===== config.mk =====
export PLATFORM = sky130hd
export DESIGN_NAME = exe_wb_arb
export DESIGN_NICKNAME = d
export VERILOG_FILES = /design/src/rtl/exe_wb_arb.sv
export SDC_FILE = /design/constraint.sdc
export NUM_CORES = 1
export LEC_CHECK = 0
export CAP_MARGIN = 20
export CORE_AREA = 5 5 348 350
export CTS_BUF_LIST = sky130_fd_sc_hd__clkbuf_2 sky130_fd_sc_hd__clkbuf_4 sky130_fd_sc_hd__clkbuf_8
export CTS_CLUSTER_SIZE = 25
export DETAILED_ROUTE_END_ITERATION = 12
export DIE_AREA = 0 0 353 355
export PLACE_DENSITY_LB_ADDON = 0.25
export SLEW_MARGIN = 5
export SYNTH_ARGS = -nofsm -noshare
export SYNTH_HDL_FRONTEND = slang
export SYNTH_SLANG_ARGS = --single-unit

===== constraint.sdc =====
create_clock -name clk -period 7.66 [get_ports clk]
set_input_delay 1.915 -clock clk [delete_from_list [all_inputs] [get_ports clk]]
set_output_delay 1.915 -clock clk [all_outputs]
set_load 0.05 [all_outputs]

===== src/rtl/exe_wb_arb.sv =====
// Writeback arbiter: claims finished FU result lanes, drops squashed ones and
// registers up to wbw live results per cycle for register-file write / ROB complete.
package exe_wb_pkg;
    typedef struct packed {
        logic [15:0] opid;
        logic [6:0]  prd;
        logic [63:0] prdv;
    } exe_bundle_t;

    typedef struct packed {
        logic [15:0] opid;
        logic [15:0] topid;
    } red_bundle_t;
endpackage

module exe_wb_arb
    import exe_wb_pkg::*;
#(
    parameter int nfu  = 4,
    parameter int ewd  = 2,
    parameter int wbw  = 2,
    parameter int opsz = 64
) (
    input  logic                                clk,
    input  logic                                rst,
    input  red_bundle_t                         redir,
    input  exe_bundle_t [nfu-1:0][ewd-1:0]      resp,
    output logic        [nfu-1:0][ewd-1:0]      claim,
    output exe_bundle_t [wbw-1:0]               wb
);
    localparam int N  = $clog2(opsz);
    localparam int NF = (nfu > 1) ? $clog2(nfu) : 1;
    localparam int EW = (ewd > 1) ? $clog2(ewd) : 1;
    localparam int WW = (wbw > 1) ? $clog2(wbw) : 1;

    // Younger-than-redirect test, with ages taken relative to the ROB head.
    function automatic logic squash(input logic [15:0] x, input red_bundle_t r);
        logic [N-1:0] dx;
        logic [N-1:0] dr;
        dx = x[N-1:0] - r.topid[N-1:0];
        dr = r.opid[N-1:0] - r.topid[N-1:0] + N'(1);
        return r.opid[15] & x[15] & (dx >= dr);
    endfunction

    exe_bundle_t [wbw-1:0] wb_q, wb_d;
    logic [NF-1:0]         ptr_q, ptr_d;

    logic [NF-1:0] fi;
    logic          blocked;
    exe_bundle_t   lane;
    int            used;

    // Grant scan: round-robin over FUs, in-order lanes within an FU.
    always_comb begin
        claim   = '0;
        wb_d    = '0;
        ptr_d   = ptr_q;
        fi      = '0;
        blocked = 1'b0;
        lane    = '0;
        used    = 0;
        for (int s = 0; s < nfu; s++) begin
            fi      = NF'((int'(ptr_q) + s) % nfu);
            blocked = 1'b0;
            for (int j = 0; j < ewd; j++) begin
                lane = resp[fi][EW'(j)];
                if (!lane.opid[15]) begin
                    blocked = 1'b1;
                end else if (!blocked) begin
                    if (squash(lane.opid, redir)) begin
                        claim[fi][EW'(j)] = 1'b1;
                    end else if (used < wbw) begin
                        claim[fi][EW'(j)] = 1'b1;
                        wb_d[WW'(used)]   = lane;
                        used              = used + 1;
                        ptr_d             = NF'((int'(fi) + 1) % nfu);
                    end else begin
                        blocked = 1'b1;
                    end
                end
            end
        end
        if (rst) begin
            claim = '0;
        end
    end

    // Writeback register stage.
    always_ff @(posedge clk) begin
        if (rst) begin
            wb_q  <= '0;
            ptr_q <= '0;
        end else begin
            wb_q  <= wb_d;
            ptr_q <= ptr_d;
        end
    end

    // A redirect landing while a result sits in wb_q still kills it.
    always_comb begin
        wb = wb_q;
        for (int i = 0; i < wbw; i++) begin
            if (squash(wb_q[WW'(i)].opid, redir)) begin
                wb[WW'(i)].opid = '0;
            end
        end
    end
endmodule


==> results of run 1 <==
-- metrics by stage --
step	utilization, %	hold WS, ps	total power, mW	cells	area [um^2]
2_1_floorplan	-	728.7	5.920	1475	16450
3_3_place_gp	18.98	964.5	8.019	3268	22290
3_5_place_dp	18.98	946.8	8.127	3268	22290
4_1_cts	19.29	965.7	8.744	3288	22660
5_1_grt	19.39	1047	9.331	3297	22780
6_report	19.40	965.6	8.638	3300	22790
-- path summary, 6_finish.rpt --
kind,slack (ps),to,startpoint,cells after the start
max,-350,claim[2],resp[246],24
min,970,ptr_q[1],ptr_q[1],4
max reg2reg,1600,wb_q[77],ptr_q[0],27
min reg2reg,970,ptr_q[1],ptr_q[1],4
-- repair_timing --
item / in CTS / in global routing
endpoints found under the setup margin: 4 / 4
hold buffers: 0 / 0
setup buffers: 5 / 8
pin swaps: 24 / 20
gates resized for setup: 73 / 12
-- synth_stat cells, drive strengths merged (2+ instances only) --
cell      n  share of area [%]
a222oi    4               0.25
a21oi    29               0.91
o21bai    3               0.14
a22oi    86                4.0
and2     17               0.66
o211ai    3               0.14
xnor2    23                1.3
a22o      3               0.16
o21ai    13               0.41
inv      30               0.70
nor3      3               0.12
mux4    347                 49
dfxtp    89                 11
a21o     17               0.80
and3      2              0.078
o21a      6               0.28
a31oi     3               0.12
fa        6               0.75
xor2      8               0.44
nand3     2              0.062
nor2    103                2.4
a311oi   85                5.8
clkbuf  100                2.3
a211oi    6               0.28
nand4     2              0.078
mux2i     6               0.37
nor2b     2              0.078
a31o      2               0.11
buf     199                8.8
nand2   102                2.4
ha       69                5.4
-- flip-flops by register name, indices dropped and copies added (netlist names) --
name / cells
ptr_q: 2
wb: 71
wb_q: 16
-- critical path, delay by kind of cell --
family | cells | cell delay, ps
compound gates | 12 | 2000
xor+xnor | 1 | 130
fa+ha+maj | 3 | 800
buf+inv | 2 | 290
mux | 1 | 540
simple gates | 5 | 400
-- routing by layer --
metal	wire length (um)	vias to the layer above	track usage, %
met5	96	-	0
met2	33770	670	18.44
met1	28500	7414	13.37
met4	851	14	1.787
met3	6434	73	3.700
li1	-	6191	-
-- power breakdown --
| group | leakage (nW) | internal, mW | switching [mW] |
|---|---|---|---|
| clock | 0.126 | 0.234 | 0.250 |
| sequential | 0.738 | 0.646 | 0.0794 |
| combinational | 6.57 | 3.45 | 3.98 |
-- final cells by class --
| type | count | area, um^2 | area share [%] |
|---|---|---|---|
| Antenna cell | 4 | 10.01 | 0.04393 |
| Clock buffer | 11 | 151.4 | 0.6644 |
| Clock inverter | 4 | 98.84 | 0.4338 |
| Inverter | 31 | 123.9 | 0.5436 |
| Multi-Input combinational cell | 1056 | 12960 | 56.86 |
| Sequential cell | 89 | 1789 | 7.852 |
| Tap cell | 1536 | 1922 | 8.434 |
| Timing Repair Buffer | 569 | 5734 | 25.17 |
-- kinds of logic after synthesis --
group / share of synthesized area (%)
other cells: 0.02340
xor+xnor: 1.695
flops: 11.12
simple gates: 6.005
compound gates: 13.96
buf+inv: 11.84
mux: 49.22
fa+ha+maj: 6.138
==> results_dict.tcl, run 1 <==
set metrics [dict create \
    layout.nets 2561 \
    dp_hpwl_um 53960 \
    htreeDepth 3 \
    synth_ff_type "dfxtp_1" \
    status "finished with violations" \
    start_kind "primary input" \
    initial_utilization_pct 13.64 \
    critPathMaxFanout 5 \
    cts_buffers 9 \
    hp-class "flop to flop" \
    cts_tree "yes" \
    cp-end-kind "output pin" \
    drtAntennaViolNets 0 \
    relSlewSlack_pct 34.01 \
    syn_inst 1385 \
    pre_cts_ws_ps -953.1 \
    slew_viol_final 0 \
    fin_crit_sh_pct 104.6 \
    die_w_um 353 \
    setup_ws_ps -352.3 \
    track_usage_pct 10.78 \
    ir_worst_vdd_mv 0.2218 \
    hold_viol_final 0 \
    finalClockSkew_ps 17.33 \
    maxCapViolCount 0 \
    ys_seq_area_share_pct 11.12 \
    cp_slowest_cell "mux4_2" \
    cts_buffer_depth 2 \
    synth-edff-count 0 \
    synth_cell_types 53 \
    powerDensity_nw_per_um2 379.1 \
    die_y_um 355 \
    synthArstFlopShare_pct 0 \
    ys_seq_elements 89 \
    tns_ps -1391 \
    slowest_delay_ps 540 \
    max_freq_ghz 0.1248 \
    cts-root-buf "clkbuf_8" \
    gp_congestion 0.7760 \
    drt-total-wl_um 69650 \
    critical_path_class "primary input to output pin" \
    tightest_slew_ps 989.9 \
    overflow 0 \
    rsz0062_at_grt "true" \
    final_cell_mix "clkdlybuf4s50_1, mux4_2, buf_4, nor2_1, nand2_1" \
    synth_warnings 0 \
    dieArea_um2 125300 \
    coreArea_um2 117500 \
    antenna_found_initial 22 \
    failed_checks "negative setup slack" \
    portBuffers 453 \
    syn_avg_cell_area_um2 11.57 \
    insertion_delay_ps 480 \
    pin_count 912 \
    synthesis.area_um2 16020 \
    vias 14362 \
    setup_viol 4 \
    routedWlPerCell_um 21.10 \
    worst_path_most_repeated_cell "a21o_1" \
    cts_sinks 89 \
    drive_gt1_share_pct 33.24 \
    area_growth_pct 42.21 \
    num-fill-cells 12639 \
    row_count 126 \
    grt_pass1_vias 15143 \
    crit_required_ps 5750 \
    crit_chain "buf_2 > mux4_2 > ha_4 > a21o_1 > a21o_1 > a21o_1 > a21oi_2 > xnor2_1 > ha_1 > a21o_1 > a221o_1 > nand3_1 > o21ai_1 > nand2_1 > o21ai_2 > ha_1 > nor2_1 > nor2_1 > o31a_1 > o21ai_2 > a31o_4 > nand2_4 > a21oi_4 > buf_12" \
    detail_route.iter0.violations 779 \
    vias_per_cell 4.352 \
    leakage_nw 7.432 \
    grt_pass1_wl_um 102300 \
    grt_max_degree 118 \
    fin_crit_ps 8012 \
    clkSlewWorstSetupHoldPaths_ps 120 \
    drc 0 \
    firstDrtPassIters 5 \
    final_common_cell "clkdlybuf4s50_1" \
    critPathArrivalTime_ps 6100 \
]
(Power assumes the default switching activity.)
==> run 2, diff against run 1 <==
--- a/config.mk
+++ b/config.mk
@@ -12,6 +12,7 @@
 export DETAILED_ROUTE_END_ITERATION = 12
 export DIE_AREA = 0 0 353 355
 export PLACE_DENSITY_LB_ADDON = 0.25
+export SKIP_CTS_REPAIR_TIMING = 1
 export SLEW_MARGIN = 5
 export SYNTH_ARGS = -nofsm -noshare
 export SYNTH_HDL_FRONTEND = slang
==> run 2 against run 1 <==
Effect of this change: the flow still finishes with violations (negative setup slack); global-route usage hardly changed; clock-buffer cell count stayed put; critical path depth is 3 higher; routed wire length hardly changed; non-clock buffer count is 1 lower; total power is 0.27% lower; core utilization hardly changed; combinational power hardly changed; sequential power hardly changed; cell count hardly changed; clock power hardly changed; die area stayed put; critical path type unchanged; highest routed layer unchanged.
==> results_dict.tcl, run 2 (synthesis results as in run 1) <==
set metrics [dict create \
    instances_no_fill 3299 \
    cp-end-kind "output pin" \
    placed_area_um2 22290 \
    track_usage_pct 10.78 \
    gp_congestion 0.7760 \
    rsz0062_at_grt "true" \
    cp-startpoint "resp[245]" \
    start_kind "primary input" \
    dp_hpwl_um 53960 \
    cts_tree "yes" \
    portBuffers 453 \
    r2r_cells 26 \
    largest_reg_flops 71 \
    antenna_found_initial 21 \
    cp_slowest_cell "mux4_2" \
    detail_route.iter0.violations 678 \
    dieArea_um2 125300 \
    cts_sinks 89 \
    cts-root-buf "clkbuf_8" \
    register_area_um2 1789 \
    slowest_delay_ps 490 \
    r2r_setup_slack_ps 1710 \
    vias_per_cell 4.329 \
    leakage_nw 7.502 \
    hp-class "flop to flop" \
    critical_path_class "primary input to output pin" \
    hold_viol_final 0 \
    slew_viol_final 0 \
    status "finished with violations" \
    drtAntennaViolNets 0 \
    crit_required_ps 5750 \
    critPathArrivalTime_ps 6160 \
    post-route-cell-area_um2 22810 \
    insertion_delay_ps 470 \
    final_common_cell "clkdlybuf4s50_1" \
    overflow 0 \
    setup_viol 4 \
    routedWlPerCell_um 21.12 \
    tightest_slew_ps 987.8 \
    reg2reg_to "wb_q[77]" \
    relSlewSlack_pct 34.14 \
    cts_buffer_depth 2 \
    powerDensity_nw_per_um2 377.8 \
    clkSlewWorstSetupHoldPaths_ps 120 \
    grt_pass1_vias 15126 \
    coreArea_um2 117500 \
    cts_buffers 9 \
    failed_checks "negative setup slack" \
    pin_count 912 \
    maxCapViolCount 0 \
    min_to "ptr_q[1]" \
    area_growth_pct 42.33 \
    htreeDepth 3 \
    drc 0 \
    final_util_pct 19.42 \
    die_y_um 355 \
    drive_gt1_share_pct 32.86 \
    grt_max_degree 118 \
    ir_worst_vdd_mv 0.2221 \
    row_count 126 \
    finalClockSkew_ps 15.34 \
    final_cell_mix "clkdlybuf4s50_1, mux4_2, nor2_1, buf_4, nand2_1" \
    multiInputGateArea_um2 12920 \
    setup_ws_ps -417.5 \
    max_freq_ghz 0.1238 \
    layout.nets 2560 \
    critPathMaxFanout 5 \
    fin_crit_sh_pct 105.5 \
    worstHoldStart "ptr_q[1]" \
    drt-total-wl_um 69680 \
    grt_pass1_wl_um 102400 \
    num-fill-cells 12635 \
    fin_crit_ps 8078 \
    firstDrtPassIters 5 \
    die_w_um 353 \
    min_path_cells 4 \
    dp.cells 3268 \
    vias 14282 \
    regToRegStartpoint "ptr_q[0]" \
    initial_utilization_pct 13.64 \
]
## run 2: cell count changes in the layout (fill, tap and decap cells not counted), sizes merged
cell,delta
clkbuf,+1
dlymetal6s2s,+14
buf,-6
clkdlybuf4s50,+1
dlygate4sd2,-11
## run 2: per-layer routing
layer	part of all wire, %	GRT usage, %	vias to the layer above
li1	-	-	6192
met1	41	13.40	7375
met2	48	18.43	628
met3	8.9	3.700	75
met4	1.3	1.755	12
met5	0.11	0	-
## run 2: area by class of cell
| class | instances | share of cell area, % |
|---|---|---|
| Antenna cell | 4 | 0.04389 |
| Multi-Input combinational cell | 1056 | 56.66 |
| Timing Repair Buffer | 568 | 25.39 |
| Clock inverter | 4 | 0.4334 |
| Inverter | 31 | 0.5432 |
| Clock buffer | 11 | 0.6639 |
| Sequential cell | 89 | 7.846 |
| Tap cell | 1536 | 8.427 |
## run 2: worst max-delay path by stage
stage | to | slack (ps) | depth (start not counted)
2_1_floorplan | claim[0] | 5 | 22
3_3_place_gp | claim[0] | -1010 | 24
3_5_place_dp | claim[6] | -950 | 24
4_1_cts | claim[6] | -970 | 24
5_1_grt | claim[6] | -630 | 27
6_report | claim[6] | -420 | 27
## run 2: through the flow
stage,total power [mW],hold WS (ps),setup WS [ps],setup TNS [ps]
after floorplan,5.920,728.7,4.897,0
after CTS,8.672,965.7,-973.4,-3852
after detailed placement,8.127,946.8,-953.1,-4207
after global placement,8.019,964.5,-1010,-4311
final,8.615,961.5,-417.5,-1630
after global routing,9.302,1047,-629.2,-2483
## run 2: critical path, delay by kind of cell
kind	cells	cell delay [ps]
AOI/OAI and AO/OA	10	1740
buffers and inverters	7	780
adders and majority gates	3	690
muxes	1	490
and+or+nand+nor	5	400
xor gates and xnor gates	1	140
## run 2: power breakdown
| part | switching, mW | leakage [nW] | internal, mW |
|---|---|---|---|
| registers | 0.0788 | 0.738 | 0.646 |
| clock network | 0.249 | 0.126 | 0.234 |
| logic | 3.97 | 6.64 | 3.44 |
